### src/rtl/regfile_write_scoreboard_pkg.sv
// Shared sizes and types for the write side of the 16 x 16-bit register file.
package regfile_write_scoreboard_pkg;
    localparam int DATA_W   = 16;
    localparam int REG_ID_W = 4;
    localparam int NUM_REGS = 16;

    typedef logic [REG_ID_W-1:0] reg_id_t;
    typedef logic [DATA_W-1:0]   word_t;
endpackage

### src/rtl/regfile_write_scoreboard_write_decoder.sv
// 4-to-16 one-hot write decoder assembled from 2-to-4 decoders.
module write_decoder_4_16 (
    input  logic        i_en,
    input  logic [3:0]  i_id,
    output logic [15:0] o_onehot
);
    function automatic logic [3:0] dec_2_4(input logic en, input logic [1:0] sel);
        dec_2_4 = en ? (4'b0001 << sel) : 4'b0000;
    endfunction

    logic [3:0] w_grp_en;

    // The upper ID bits pick a group of four rows; the lower bits pick the row.
    assign w_grp_en = dec_2_4(i_en, i_id[3:2]);

    for (genvar g = 0; g < 4; g++) begin : g_row_dec
        assign o_onehot[4*g +: 4] = dec_2_4(w_grp_en[g], i_id[1:0]);
    end
endmodule

### src/rtl/regfile_write_scoreboard.sv
// Register storage, bypassed read ports and pending-write scoreboard.
module regfile_write_scoreboard
    import regfile_write_scoreboard_pkg::*;
#(
    parameter int ZERO_REG = 1
) (
    input  logic                clk,
    input  logic                rst,
    input  logic                iss_valid,
    input  logic [REG_ID_W-1:0] iss_dst,
    input  logic                wb_en,
    input  logic [REG_ID_W-1:0] wb_reg,
    input  logic [DATA_W-1:0]   wb_data,
    input  logic [REG_ID_W-1:0] src1_id,
    input  logic [REG_ID_W-1:0] src2_id,
    output logic [DATA_W-1:0]   src1_data,
    output logic [DATA_W-1:0]   src2_data,
    output logic                src1_busy,
    output logic                src2_busy,
    output logic [NUM_REGS-1:0] write_wordline,
    output logic [NUM_REGS-1:0] pending_mask,
    output logic                err_double_issue
);
    localparam logic [NUM_REGS-1:0] ZERO_MASK =
        (ZERO_REG != 0) ? NUM_REGS'(1) : '0;

    word_t               r_regs [NUM_REGS];
    logic [NUM_REGS-1:0] r_pending;
    logic                r_err;

    logic [NUM_REGS-1:0] w_wb_dec;
    logic [NUM_REGS-1:0] w_wordline;
    logic [NUM_REGS-1:0] w_iss_dec;
    logic [NUM_REGS-1:0] w_iss_set;
    logic [NUM_REGS-1:0] w_pending_next;
    logic                w_double_issue;
    logic                w_src1_zero;
    logic                w_src2_zero;
    logic                w_src1_hit;
    logic                w_src2_hit;

    write_decoder_4_16 u_wb_dec (
        .i_en     (wb_en),
        .i_id     (wb_reg),
        .o_onehot (w_wb_dec)
    );

    write_decoder_4_16 u_iss_dec (
        .i_en     (iss_valid),
        .i_id     (iss_dst),
        .o_onehot (w_iss_dec)
    );

    assign w_wordline = w_wb_dec & ~ZERO_MASK;
    assign w_iss_set  = w_iss_dec & ~ZERO_MASK;

    // A fresh issue outranks a same-cycle write-back: a new producer is in flight.
    assign w_pending_next = (r_pending & ~w_wordline) | w_iss_set;

    // Retire-then-reissue of the same register in one cycle is not an error.
    assign w_double_issue = |(w_iss_set & r_pending & ~w_wordline);

    assign w_src1_zero = (ZERO_REG != 0) && (src1_id == '0);
    assign w_src2_zero = (ZERO_REG != 0) && (src2_id == '0);
    assign w_src1_hit  = wb_en && (wb_reg == src1_id);
    assign w_src2_hit  = wb_en && (wb_reg == src2_id);

    always_comb begin
        src1_data = r_regs[src1_id];
        if (w_src1_zero) begin
            src1_data = '0;
        end else if (w_src1_hit) begin
            src1_data = wb_data;
        end
    end

    always_comb begin
        src2_data = r_regs[src2_id];
        if (w_src2_zero) begin
            src2_data = '0;
        end else if (w_src2_hit) begin
            src2_data = wb_data;
        end
    end

    assign src1_busy = r_pending[src1_id] && !w_src1_hit;
    assign src2_busy = r_pending[src2_id] && !w_src2_hit;

    always_ff @(posedge clk) begin
        if (rst) begin
            for (int i = 0; i < NUM_REGS; i++) begin
                r_regs[i] <= '0;
            end
            r_pending <= '0;
            r_err     <= 1'b0;
        end else begin
            for (int i = 0; i < NUM_REGS; i++) begin
                if (w_wordline[i]) begin
                    r_regs[i] <= wb_data;
                end
            end
            r_pending <= w_pending_next;
            if (w_double_issue) begin
                r_err <= 1'b1;
            end
        end
    end

    assign write_wordline   = w_wordline;
    assign pending_mask     = r_pending;
    assign err_double_issue = r_err;
endmodule
### config.mk
export PLATFORM = sky130hd
export DESIGN_NAME = regfile_write_scoreboard
export DESIGN_NICKNAME = d
export VERILOG_FILES = /design/src/rtl/regfile_write_scoreboard_pkg.sv /design/src/rtl/regfile_write_scoreboard_write_decoder.sv /design/src/rtl/regfile_write_scoreboard.sv
export SDC_FILE = /design/constraint.sdc
export NUM_CORES = 1
export LEC_CHECK = 0
export BUFFER_PORTS_ARGS = -buffer_cell sky130_fd_sc_hd__buf_2
export CAP_MARGIN = 5
export CORE_ASPECT_RATIO = 1.25
export CORE_MARGIN = 2
export CORE_UTILIZATION = 61
export DETAILED_ROUTE_END_ITERATION = 6
export PLACE_DENSITY = 0.82
export SETUP_SLACK_MARGIN = 0.4
export SLEW_MARGIN = 10
export SYNTH_ARGS = -nofsm -noshare
export SYNTH_HDL_FRONTEND = slang
export SYNTH_SLANG_ARGS = --single-unit
### constraint.sdc
create_clock -name clk -period 4.2 [get_ports clk]
set_input_delay 0.21 -clock clk [delete_from_list [all_inputs] [get_ports clk]]
set_output_delay 0.21 -clock clk [all_outputs]
set_load 0.01 [all_outputs]
# [Yosys cells after proc, flatten, opt, wreduce, memory -nomap -nowiden]
# Memory sizes are Yosys's and may differ from the RTL's.
# Index checks and enable logic that the tools add are counted.
[word_totals] regBits=17 ram_bits=256 inputBits=36 out_inout_bits=67 elab_cells=120 mem_count=1
[memory_table] memory="r_regs" words=16 width=16 rd=2 rd_ports_with_merged_regs=0 wr=16 line_no="regfile_write_scoreboard.sv:27" rtl="word_t r_regs [NUM_REGS];"
[op_classes] n_lt_le_gt_ge=2 n_eq_ne=2 shift=4 n_mux=80 bitwise_logic=20 reduce_logical=9
[ops] cell="16-bit 2-to-1 mux" count=19
[ops] cell="1-bit 2-to-1 mux" count=49
[ops] cell="16-bit AND" count=3
[ops] cell="4-bit 2-to-1 mux" count=10
[ops] cell="16-bit NOT" count=1
[ops] cell="16-bit OR" count=1
[ops] cell="16-bit OR reduction" count=1
[ops] cell="1-bit by 2-bit left shift with 4-bit output, first input constant" count=4
[ops] cell="1-bit OR" count=15
[ops] cell="4-bit by 5-bit < comparator with 1-bit output, second input constant" count=2
[ops] cell="1-bit binary-select mux with 4-bit select" count=2
[ops] cell="4-bit equality test" count=2
[ops] cell="4-bit logical NOT" count=2
[ops] cell="1-bit logical AND" count=4
[ops] cell="1-bit logical NOT" count=2

# [Longest topological paths before layout]
# Gate-level depths: netlist (run 1).
[logic_depth] word_depth=7 mapped_depth=9 depth_no_buf=6

# [Cells and area by module]
# Synthesis (run 1) repeated with hierarchy kept, for this count alone.
[hier_totals] hier_cells=1024 area_unflattened_um2=14036.0
[by_module_without_submodules] module="regfile_write_scoreboard" n_inst=1 cells_per_inst=978 area_per_inst_um2=13795.7 seq_area_each_um2=7527.2
[by_module_without_submodules] module="write_decoder_4_16" n_inst=2 cells_per_inst=23 area_per_inst_um2=120.1 seq_area_each_um2=0.0

# [Worst setup path before layout (run 1)]
# OpenSTA, ideal clock, no wires.
[synth_timing] kind="input to register" from="input wb_reg[1]" to="memory r_regs[8][0] (netlist name) (enable)" setup_ns=0.375 arrival_ns=1.567 t_required_ns=3.825 setup_slack_ns=2.259 stages=5 path_buffers=2 cell_sequence="buf_2 or2_2 or2_2 clkbuf_1 nand2b_1"
[synth_lines] element="start: declaration" line_no="regfile_write_scoreboard.sv:12" rtl="input logic [REG_ID_W-1:0] wb_reg,"
[synth_lines] element="end: declaration" line_no="regfile_write_scoreboard.sv:27"

# [Worst setup path in the final report (run 1)]
[layout_timing] from="input src1_id[0]" to="output src1_data[4]"
[layout_via] elab_chain_len=4 elab_cells_between_ends=6 classes_between="eq/ne: 1; mux: 2; reduce/logical: 2; memory: 1"
[layout_rtl] element="start: declaration" line_no="regfile_write_scoreboard.sv:14" rtl="input logic [REG_ID_W-1:0] src1_id,"
[layout_rtl] element="branches (longest 3 deep; another with memory read 16 x 16 bit)"
[layout_rtl] element="16-bit 2-to-1 mux *" line_no="regfile_write_scoreboard.sv:70" rtl="if (w_src1_zero) begin"
[layout_rtl] element="end: declaration" line_no="regfile_write_scoreboard.sv:16" rtl="output logic [DATA_W-1:0] src1_data,"
# Mark *: on every way between the ends.

==> results of run 1 <==
cells by family after synthesis:
family | after synthesis | share of synthesized area (%)
AOI/OAI and AO/OA | 93 | 5.13
xor gates and xnor gates | 8 | 0.510
buffers and inverters | 130 | 4.68
DFF | 256 | 54.8
muxes | 201 | 24.8
other | 1 | 0.0273
and+or+nand+nor | 313 | 10.1
worst max-delay path: cells and delay by family:
family	cells	cell delay, ns
and+or+nand+nor	2	1.04
buffers and inverters	3	0.88
AOI/OAI and AO/OA	3	0.73
state kept, by name, indices dropped and copies added, names as in the netlist:
name	cells
r_regs	240
pending_mask	15
err_double_issue	1
worst paths after layout:
| check | start | slack [ns] | to |
|---|---|---|---|
| worst max register to register | pending_mask[6] | 2.81 | err_double_issue |
| worst min register to register | pending_mask[3] | 0.56 | pending_mask[3] |
| worst max-delay path | src1_id[0] | 1.08 | src1_data[4] |
| worst min-delay path | iss_dst[1] | 0.03 | pending_mask[11] |
layout make-up:
type	count	area [µm²]	share of cell area, %
timing repair buffer	123	683	4.56
multi-input combinational	617	5610	37.4
sequential	256	7530	50.3
clock inverter	10	68.8	0.460
tap	283	354	2.36
clock buffer	27	633	4.23
inverter	27	101	0.677
cells in the mapped netlist (all sizes together) (2+ instances only):
master / count / area [µm²]
a221oi: 28 / 245
nor3b: 3 / 22.5
mux2i: 60 / 601
a22o: 19 / 166
dfxtp: 16 / 320
o22ai: 2 / 12.5
nand3: 20 / 100
buf: 53 / 353
xor2: 6 / 52.6
nor2: 183 / 687
and3: 7 / 43.8
clkbuf: 50 / 189
o2111a: 2 / 22.5
and2: 2 / 12.5
nand2: 37 / 139
nor3: 6 / 30.0
mux4: 108 / 2430
edfxtp: 240 / 7210
xnor2: 2 / 17.5
nand3b: 2 / 15.0
or2: 13 / 81.3
nand2b: 31 / 194
inv: 27 / 101
a41oi: 3 / 26.3
mux2: 33 / 372
a22oi: 8 / 60.1
a21oi: 20 / 100
and3b: 2 / 17.5
o21ai: 6 / 30.0
nor2b: 6 / 37.5
routing by layer:
| layer | GRT usage (%) | share of wire [%] | wire, µm |
|---|---|---|---|
| met4 | 20.5 | 6.2 | 2490 |
| met1 | 42.0 | 33 | 13400 |
| met3 | 6.57 | 12 | 4890 |
| met5 | 0 | 0 | 0 |
| met2 | 56.2 | 49 | 19800 |
through the flow:
| stage | instance area (µm²) | worst slack [ns] |
|---|---|---|
| global route | 15000 | 1.01 |
| floorplan | 13800 | 2.26 |
| global placement | 14300 | 1.19 |
| detailed placement | 14300 | 1.15 |
| CTS | 15000 | 1.13 |
| finish | 15000 | 1.08 |
power by group:
part | internal [mW] | switching, mW | total [mW]
Clock | 1.13 | 0.904 | 2.03
Sequential | 2.98 | 0.0963 | 3.07
Combinational | 0.389 | 0.506 | 0.896
Total | 4.49 | 1.51 | 6.00
placed cells by master, fill, tap and decap left out, drive strengths merged, types with 2 or more instances in the layout:
cell / instances
or2: 13
mux2i: 60
nor2: 183
and3b: 2
a41oi: 3
inv: 27
clkbuf: 27
and2: 2
nand3: 20
xnor2: 2
nor2b: 6
nand2: 37
edfxtp: 240
nand2b: 31
a221oi: 28
nor3: 6
dfxtp: 16
xor2: 6
clkinv: 9
conb: 2
buf: 123
a22o: 19
o2111a: 2
nand3b: 2
mux4: 108
nor3b: 3
a22oi: 8
a21oi: 20
o21ai: 6
o22ai: 2
mux2: 33
and3: 7
==> metrics.md, run 1 <==
| Metric | Value |
|---|---|
| Area added between synthesis and finish | `8.92%` |
| Synthesized area | `0.0137 mm²` |
| Status | `finished, final reports clean` |
| Syn Inst Count | `1,002` |
| Clk Latency, worst-skew pair | `0.52 ns` |
| # fillers | `1,467` |
| DR pass1 iterations | `6` |
| Worst-Margin Slew | `1.28 ns` |
| CTS resizes | `0` |
| Post-CTS Setup Inserts | `0` |
| CTS Buf Count | `24` |
| CP Capture Type | `primary output` |
| Clock buffer depth | `3` |
| HPWL Detailed | `24.7 mm` |
| CTS root buf | `clkbuf_16` |
| EDFF count, synth | `240` |
| Final Hold Fails | `0` |
| Die area | `0.0238 mm²` |
| Post-Route WL | `40.5 mm` |
| Setup CP Type | `input port to primary output` |
| Placed Cells | `1,306` |
| Final nets | `1,085` |
| Util after Layout | `67.4%` |
| Fmax | `321 MHz` |
| Total grt overflow | `0` |
| Core area | `0.0222 mm²` |
| IO Count | `103` |
| Synth Warn # | `0` |
| Crit-path slowest cell | `nor2b_1` |
| Pwr Total | `6.00 mW` |
| Syn_area_per_cell | `13.7 µm²` |
| Die Height | `172 µm` |
| CP cell instances | `buf_4, nor2b_1, buf_4, a221oi_1, a221oi_1, nand3_1, a21oi_1, buf_2` |
| CP max FO | `34` |
| Req. time, crit path | `3.99 ns` |
| DRC | `0` |
| Fin. max-slew vios | `0` |
| Initial Utilization | `61.9%` |
| Synth Flop Type | `edfxtp_1` |
| Non-Filler Instances | `1,343` |
| CTS tree | `yes` |
| Clock transition at path regs | `0.07 ns` |
| PwrDens | `401 mW/mm²` |
| Max Clock Skew | `0.00388 ns` |
| Gpl congestion | `0.895` |
| Worst hold path type | `input port to flip-flop` |
| H-tree levels | `1` |
| Tot GR Track Use | `33.9%` |
| Hold Crit Depth | `3` |
| Sequential share of the synthesized area | `54.8%` |
| RSZ-0062 raised after global routing | `no` |
| # diodes | `0` |
| Relative slew slack | `14.7%` |
| Port bufs | `100` |
| Worst EP arrival | `2.91 ns` |
| Setup TNS | `0 ns` |
| Max VDD drop | `0.000315 V` |
| Library cells used by synthesis | `42` |
| Initial antenna violation count | `0` |
| Via density | `7.34` |
| CTS Hold Bufs | `0` |
| Vias | `9,861` |
| Antenna viol nets, final | `0` |
| Flops & latches, synth | `256` |
| CP peak stage delay | `0.91 ns` |
| Static leakage | `5.59 nW` |
| FP Rows | `61` |
| Tcrit/Tclk final | `74.3%` |
| Share of layout cells above drive strength 1 | `29.2%` |
| Max-capacitance violation count | `0` |
| Worst r2r path cells | `4` |
| First-pass GRT wire length | `59.2 mm` |
| DR iter-0 viols | `1,377` |
| Vias in the first global route | `9,712` |
| Largest net degree at the start of global routing | `49` |
| Async SR Flop Fraction | `0%` |
| Clk sinks | `256` |
| Final worst path period need | `3.12 ns` |
| Min Hold Slack | `0.0300 ns` |
| Final setup fails | `0` |
| Routed length per instance | `30.2 µm` |
| CP startpoint kind | `input port` |
| Die width | `138 µm` |
No activity file was read; power rests on OpenSTA's default activity.
==> run 2: changes to the inputs <==
Settings changed: CORE_UTILIZATION 61 to 55, PLACE_DENSITY 0.82 to 0.78.
Clock period 4.2 ns to 2.6 ns, I/O delays scaled along.
==> run 2 against run 1 <==
Net effect:
- register-to-register slack lost 1.5 ns
- via count barely moved
- largest power group unchanged
- combinational power rose by 74%
==> metrics.md, run 2 (same netlist as run 1, synthesis figures left out) <==
| Metric | Value |
|---|---|
| RSZ-0062 raised after global routing | `yes` |
| IO Count | `103 (unchanged)` |
| Antenna viol nets, final | `0 (unchanged)` |
| CTS root buf | `clkbuf_16` |
| # diodes | `0 (unchanged)` |
| Static leakage | `5.96 nW (+6.7%)` |
| Setup CP Type | `flip-flop to primary output` |
| DRC | `0 (unchanged)` |
| Vias in the first global route | `9,875 (+1.7%)` |
| Routed length per instance | `27.9 µm (-7.4%)` |
| Status | `finished, final reports clean` |
| Placed Cells | `1,388 (+6.3%)` |
| CTS Buf Count | `24 (unchanged)` |
| Die area | `0.0263 mm² (+11%)` |
| Largest net degree at the start of global routing | `44 (-10%)` |
| Via density | `6.80 (-7.4%)` |
| PwrDens | `644 mW/mm² (+61%)` |
| Final setup fails | `0 (unchanged)` |
| HPWL Detailed | `26.2 mm (+6.3%)` |
| DR pass1 iterations | `6 (unchanged)` |
| CP startpoint kind | `flip-flop` |
| Final worst path period need | `2.48 ns` |
| Fin. max-slew vios | `0 (unchanged)` |
| CP max FO | `2 (-94%)` |
| Switch share | `24.6% (-0.51 points)` |
| Initial Utilization | `56.1% (-5.8 points)` |
| FP Rows | `64 (+4.9%)` |
| Post-Route WL | `40.5 mm (about the same)` |
| Hold Crit Depth | `4 (+1)` |
| Core area | `0.0245 mm² (+10%)` |
| H-tree levels | `1 (unchanged)` |
| Internal power component | `7.65 mW (+70%)` |
| Most frequent cells in the layout | `edfxtp_1, nor2_1, mux4_2` |
| Setup TNS | `0 ns (unchanged)` |
| Max VDD drop | `0.000424 V (+35%)` |
| Worst-Margin Slew | `0.768 ns (-0.511 ns)` |
| DR iter-0 viols | `1,257 (-8.7%)` |
| Non-Filler Instances | `1,449 (+7.9%)` |
| Clock buffer depth | `3 (unchanged)` |
| Clk Latency, worst-skew pair | `0.53 ns (about the same)` |
| Relative slew slack | `48.7% (+34 points)` |
| Biggest register | `r_regs` |
| Worst r2r path cells | `4 (unchanged)` |
| Switching power | `2.50 mW (+66%)` |
| Vias | `9,854 (-0.071%)` |
| Max-capacitance violation count | `0 (unchanged)` |
| Fmax | `404 MHz` |
| Die Height | `181 µm (+5.2%)` |
| Max FFs per register | `240 (unchanged)` |
| Commonest non-fill, non-tap cell in the layout | `edfxtp_1` |
| Share of layout cells above drive strength 1 | `35.5% (+6.3 points)` |
| Sequential Power Share | `48.8% (-2.4 points)` |
| Tot GR Track Use | `30.7% (-3.3 points)` |
| Initial antenna violation count | `0 (unchanged)` |
| Worst hold path type | `input port to flip-flop` |
| CP Capture Type | `primary output` |
| Worst EP arrival | `2.35 ns (-0.56 ns)` |
| Total grt overflow | `0 (unchanged)` |
| CTS tree | `yes` |
| Req. time, crit path | `2.47 ns (-1.52 ns)` |
| Gpl congestion | `0.944 (+5.5%)` |
| Clock transition at path regs | `0.06 ns (about the same)` |
| Tcrit/Tclk final | `95.3%` |
| Final nets | `1,141 (+5.2%)` |
| Clock Power Share | `35.9% (+2.0 points)` |
| Die width | `145 µm (+5.2%)` |
| Clk sinks | `256 (unchanged)` |
| Final Hold Fails | `0 (unchanged)` |
| Area added between synthesis and finish | `14.7%` |
| Combinational power share | `15.3% (+0.4 points)` |
| Port bufs | `100 (unchanged)` |
| Max Clock Skew | `0.00280 ns (-0.00108 ns)` |
| First-pass GRT wire length | `60.2 mm (+1.7%)` |
run 2: cell types whose count changed in the layout (fill, tap and decap cells not counted), sizes merged:
| cell | previous run | this run |
|---|---|---|
| clkinvlp | 0 | 1 |
| buf | 123 | 176 |
| clkinv | 9 | 8 |
| dlygate4sd3 | 0 | 3 |
| bufinv | 1 | 4 |
run 2: what timing repair did:
action	in CTS	in global routing
endpoints found under the hold margin	3	0
buffers inserted	14	4
pin swaps	3	10
resized for setup	17	21
hold buffers	3	0
endpoints found under the setup margin	30	31
run 2: power groups by stage:
stage / logic, mW / registers (mW) / clock network [mW]
6_report: 1.56 / 4.95 / 3.64
5_1_grt: 1.63 / 4.97 / 3.81
3_5_place_dp: 1.47 / 5.03 / 0
2_1_floorplan: 0.989 / 4.97 / 0
4_1_cts: 1.50 / 4.94 / 3.66
3_3_place_gp: 1.45 / 5.01 / 0
run 2: per-layer routing:
metal,wire [µm],part of all wire [%],GRT usage (%),vias up
li1,-,-,-,4023
met1,13600,34,37.5,4903
met2,20300,50,52.3,747
met3,3960,9.8,4.75,181
met4,2630,6.5,17.4,0
met5,0,0,0,-
run 2: worst paths after layout:
| kind | to | startpoint | slack, ns |
|---|---|---|---|
| worst max-delay path | src2_data[6] | r_regs[10][6] | 0.12 |
| worst min-delay path | pending_mask[1] | iss_dst[2] | 0.04 |
| worst max register to register | err_double_issue | pending_mask[6] | 1.28 |
| worst min register to register | pending_mask[7] | pending_mask[7] | 0.56 |
run 2: critical path: stages, from the launching register on:
cell and delay, ns:
edfxtp_1 0.42, mux4_2 0.48, mux4_2 0.52, mux2i_1 0.19, nor2_1 0.07, buf_2 0.14
run 2: per-stage QoR:
stage	setup slack [ns]	hold WS (ns)	total power, mW	util [%]	area (µm²)
6_report	0.122	0.0426	10.2	64.3	15800
4_1_cts	0.152	0.0279	10.1	63.8	15600
2_1_floorplan	0.739	0.386	5.96	-	13800
3_5_place_dp	0.200	0.482	6.50	59.8	14700
5_1_grt	0.0778	0.101	10.4	64.3	15800
3_3_place_gp	0.296	0.478	6.45	59.8	14700
run 2: layout make-up:
type                       instances  area (µm²)
clock buffer                      27         633
clock inverter                    13         170
fill                            1735        8740
inverter                          27         101
multi-input combinational        617        5690
sequential                       256        7550
tap                              330         413
timing repair buffer             179        1200
==> run 3: changes to the inputs <==
Settings changed: MAX_ROUTING_LAYER set to met4.
==> run 3 against run 2 <==
Net effect:
- clock skew is 0.0011 ns lower
- critical path depth is the same
- worst setup slack improved by 0.018 ns
- wire length fell by 0.34%
- via count fell by 0.76%
- clock power about the same
- global-route usage grew 0.40 points
- utilization about the same
- die area unchanged
- combinational power hardly changed
- critical endpoint unchanged
==> metrics.md, run 3 (same netlist as run 1, synthesis figures left out) <==
| Metric | Value |
|---|---|
| Status | `finished, final reports clean` |
| Initial antenna violation count | `0 (unchanged)` |
| H-tree levels | `1 (unchanged)` |
| Setup TNS | `0 ns (unchanged)` |
| Worst hold path type | `input port to flip-flop` |
| Core area | `0.0245 mm² (unchanged)` |
| Final setup fails | `0 (unchanged)` |
| Worst EP arrival | `2.33 ns (-0.02 ns)` |
| # fillers | `1,770 (+2.0%)` |
| Max Clock Skew | `0.00172 ns (-0.00108 ns)` |
| Max FFs per register | `240 (unchanged)` |
| Final nets | `1,138 (-0.26%)` |
| FP Rows | `64 (unchanged)` |
| Routed length per instance | `27.8 µm (-0.41%)` |
| R2r startpoint | `pending_mask[6]` |
| Die Height | `181 µm (unchanged)` |
| Fin worst setup slack | `0.140 ns (+0.0177 ns)` |
| IO Count | `103 (unchanged)` |
| CTS Buf Count | `25 (+4.2%)` |
| Vias in the first global route | `9,854 (-0.21%)` |
| Placed Cells | `1,390 (+0.14%)` |
| Total grt overflow | `0 (unchanged)` |
| CP Capture Type | `primary output` |
| Final Hold Fails | `0 (unchanged)` |
| Req. time, crit path | `2.47 ns (about the same)` |
| CP max FO | `2 (unchanged)` |
| Vias | `9,779 (-0.76%)` |
| Clock buffer depth | `3 (unchanged)` |
| # diodes | `0 (unchanged)` |
| PwrDens | `643 mW/mm² (about the same)` |
| Static leakage | `5.96 nW (-0.10%)` |
| Share of layout cells above drive strength 1 | `34.9% (-0.57 points)` |
| Fin. max-slew vios | `0 (unchanged)` |
| Worst Min Path Start | `iss_dst[2]` |
| Commonest non-fill, non-tap cell in the layout | `edfxtp_1` |
| Non-Filler Instances | `1,450 (+0.069%)` |
| DR iter-0 viols | `1,221 (-2.9%)` |
| Relative slew slack | `46.1% (-2.6 points)` |
| Most frequent cells in the layout | `edfxtp_1, nor2_1, mux4_2` |
| Clk Latency, worst-skew pair | `0.53 ns (about the same)` |
| Worst-Margin Slew | `0.807 ns (+0.0393 ns)` |
| Tcrit/Tclk final | `94.6% (-0.68 points)` |
| Max-capacitance violation count | `0 (unchanged)` |
| CTS tree | `yes` |
| Via density | `6.74 (-0.83%)` |
| Biggest register | `r_regs` |
| First-pass GRT wire length | `59.1 mm (-1.9%)` |
| Die area | `0.0263 mm² (unchanged)` |
| Setup CP Type | `flip-flop to primary output` |
| DR pass1 iterations | `7 (+1)` |
| Fmax | `406 MHz (+0.72%)` |
| Die width | `145 µm (unchanged)` |
| RSZ-0062 raised after global routing | `yes` |
| HPWL Detailed | `26.0 mm (-0.97%)` |
| Initial Utilization | `56.1% (unchanged)` |
| Clk sinks | `256 (unchanged)` |
| Gpl congestion | `0.924 (-2.1%)` |
| CTS root buf | `clkbuf_16` |
| Final worst path period need | `2.46 ns (-0.0177 ns)` |
| Pwr Total | `10.1 mW (-0.12%)` |
| Max VDD drop | `0.000488 V (+15%)` |
| CP Launch Point | `r_regs[15][6]` |
| Clock transition at path regs | `0.07 ns (about the same)` |
| Tot GR Track Use | `31.0% (+0.40 points)` |
| Largest net degree at the start of global routing | `32 (-27%)` |
| Port bufs | `100 (unchanged)` |
| Setup WS pre-CTS | `0.359 ns (+0.159 ns)` |
| DRC | `0 (unchanged)` |
| Post-Route WL | `40.4 mm (-0.34%)` |
| Area added between synthesis and finish | `14.6% (about the same)` |
| CP startpoint kind | `flip-flop` |
| Antenna viol nets, final | `0 (unchanged)` |
==> run 3: cell types whose count changed in the layout (fill, tap and decap cells not counted), moves of 2 or more <==
cell / change
buf_4: -9
dfxtp_1: +4
a221oi_1: +3
a221oi_2: -3
buf_12: +3
dfxtp_4: -3
buf_6: +2
clkinv_1: +2
clkinv_2: +2
clkinv_4: -2
inv_6: +2
nor2_1: -2
nor2_2: +2
nor3_1: -2
==> run 3: area by class of cell <==
type / count / area [µm²] / area share (%)
flip-flops and latches: 256 / 7540 / 47.8
multi-input cells: 617 / 5680 / 36.0
repair buffers: 175 / 1220 / 7.74
clock buffers: 28 / 637 / 4.04
well taps: 330 / 413 / 2.62
clock inverters: 17 / 171 / 1.09
inverters: 27 / 101 / 0.643
==> run 3: where the power goes <==
part           internal (mW)  switching (mW)
Combinational          0.713           0.842
Sequential              4.80           0.149
Clock                   2.07            1.56
Total                   7.59            2.55
==> run 3: what timing repair did <==
item | CTS | global route
gates resized for setup | 14 | 20
hold buffers | 3 | 0
buffers inserted | 7 | 5
endpoints found under the setup margin | 23 | 33
pin swaps | 6 | 10
endpoints found under the hold margin | 3 | 0
==> run 3: worst max-delay path, stage by stage, from the launching register on <==
cell and delay [ns]:
edfxtp_1 0.39, mux4_2 0.49, mux4_2 0.51, mux2i_1 0.17, nor2_1 0.10, buf_2 0.15
==> run 3: stage by stage <==
| stage | hold slack [ns] | util (%) | instance area [µm²] |
|---|---|---|---|
| floorplan | 0.386 | - | 13800 |
| global placement | 0.488 | 60.0 | 14700 |
| detailed placement | 0.490 | 60.0 | 14700 |
| CTS | 0.0262 | 63.8 | 15600 |
| global route | 0.0946 | 64.3 | 15800 |
| finish | 0.0520 | 64.3 | 15800 |
==> run 3: routing by layer <==
metal  GRT usage (%)  routed length, µm  share of wire [%]
met1            37.0              13900                 34
met2            51.2              20400                 50
met3            5.63               3840                9.5
met4            15.4               2300                5.7
met5               -                  0                  0
==> run 3: final timing paths <==
| path | endpoint | cells past startpoint | slack, ns |
|---|---|---|---|
| max | src2_data[6] | 5 | 0.14 |
| min | pending_mask[1] | 4 | 0.05 |
| max reg2reg | err_double_issue | 4 | 1.23 |
| min reg2reg | pending_mask[13] | 2 | 0.54 |
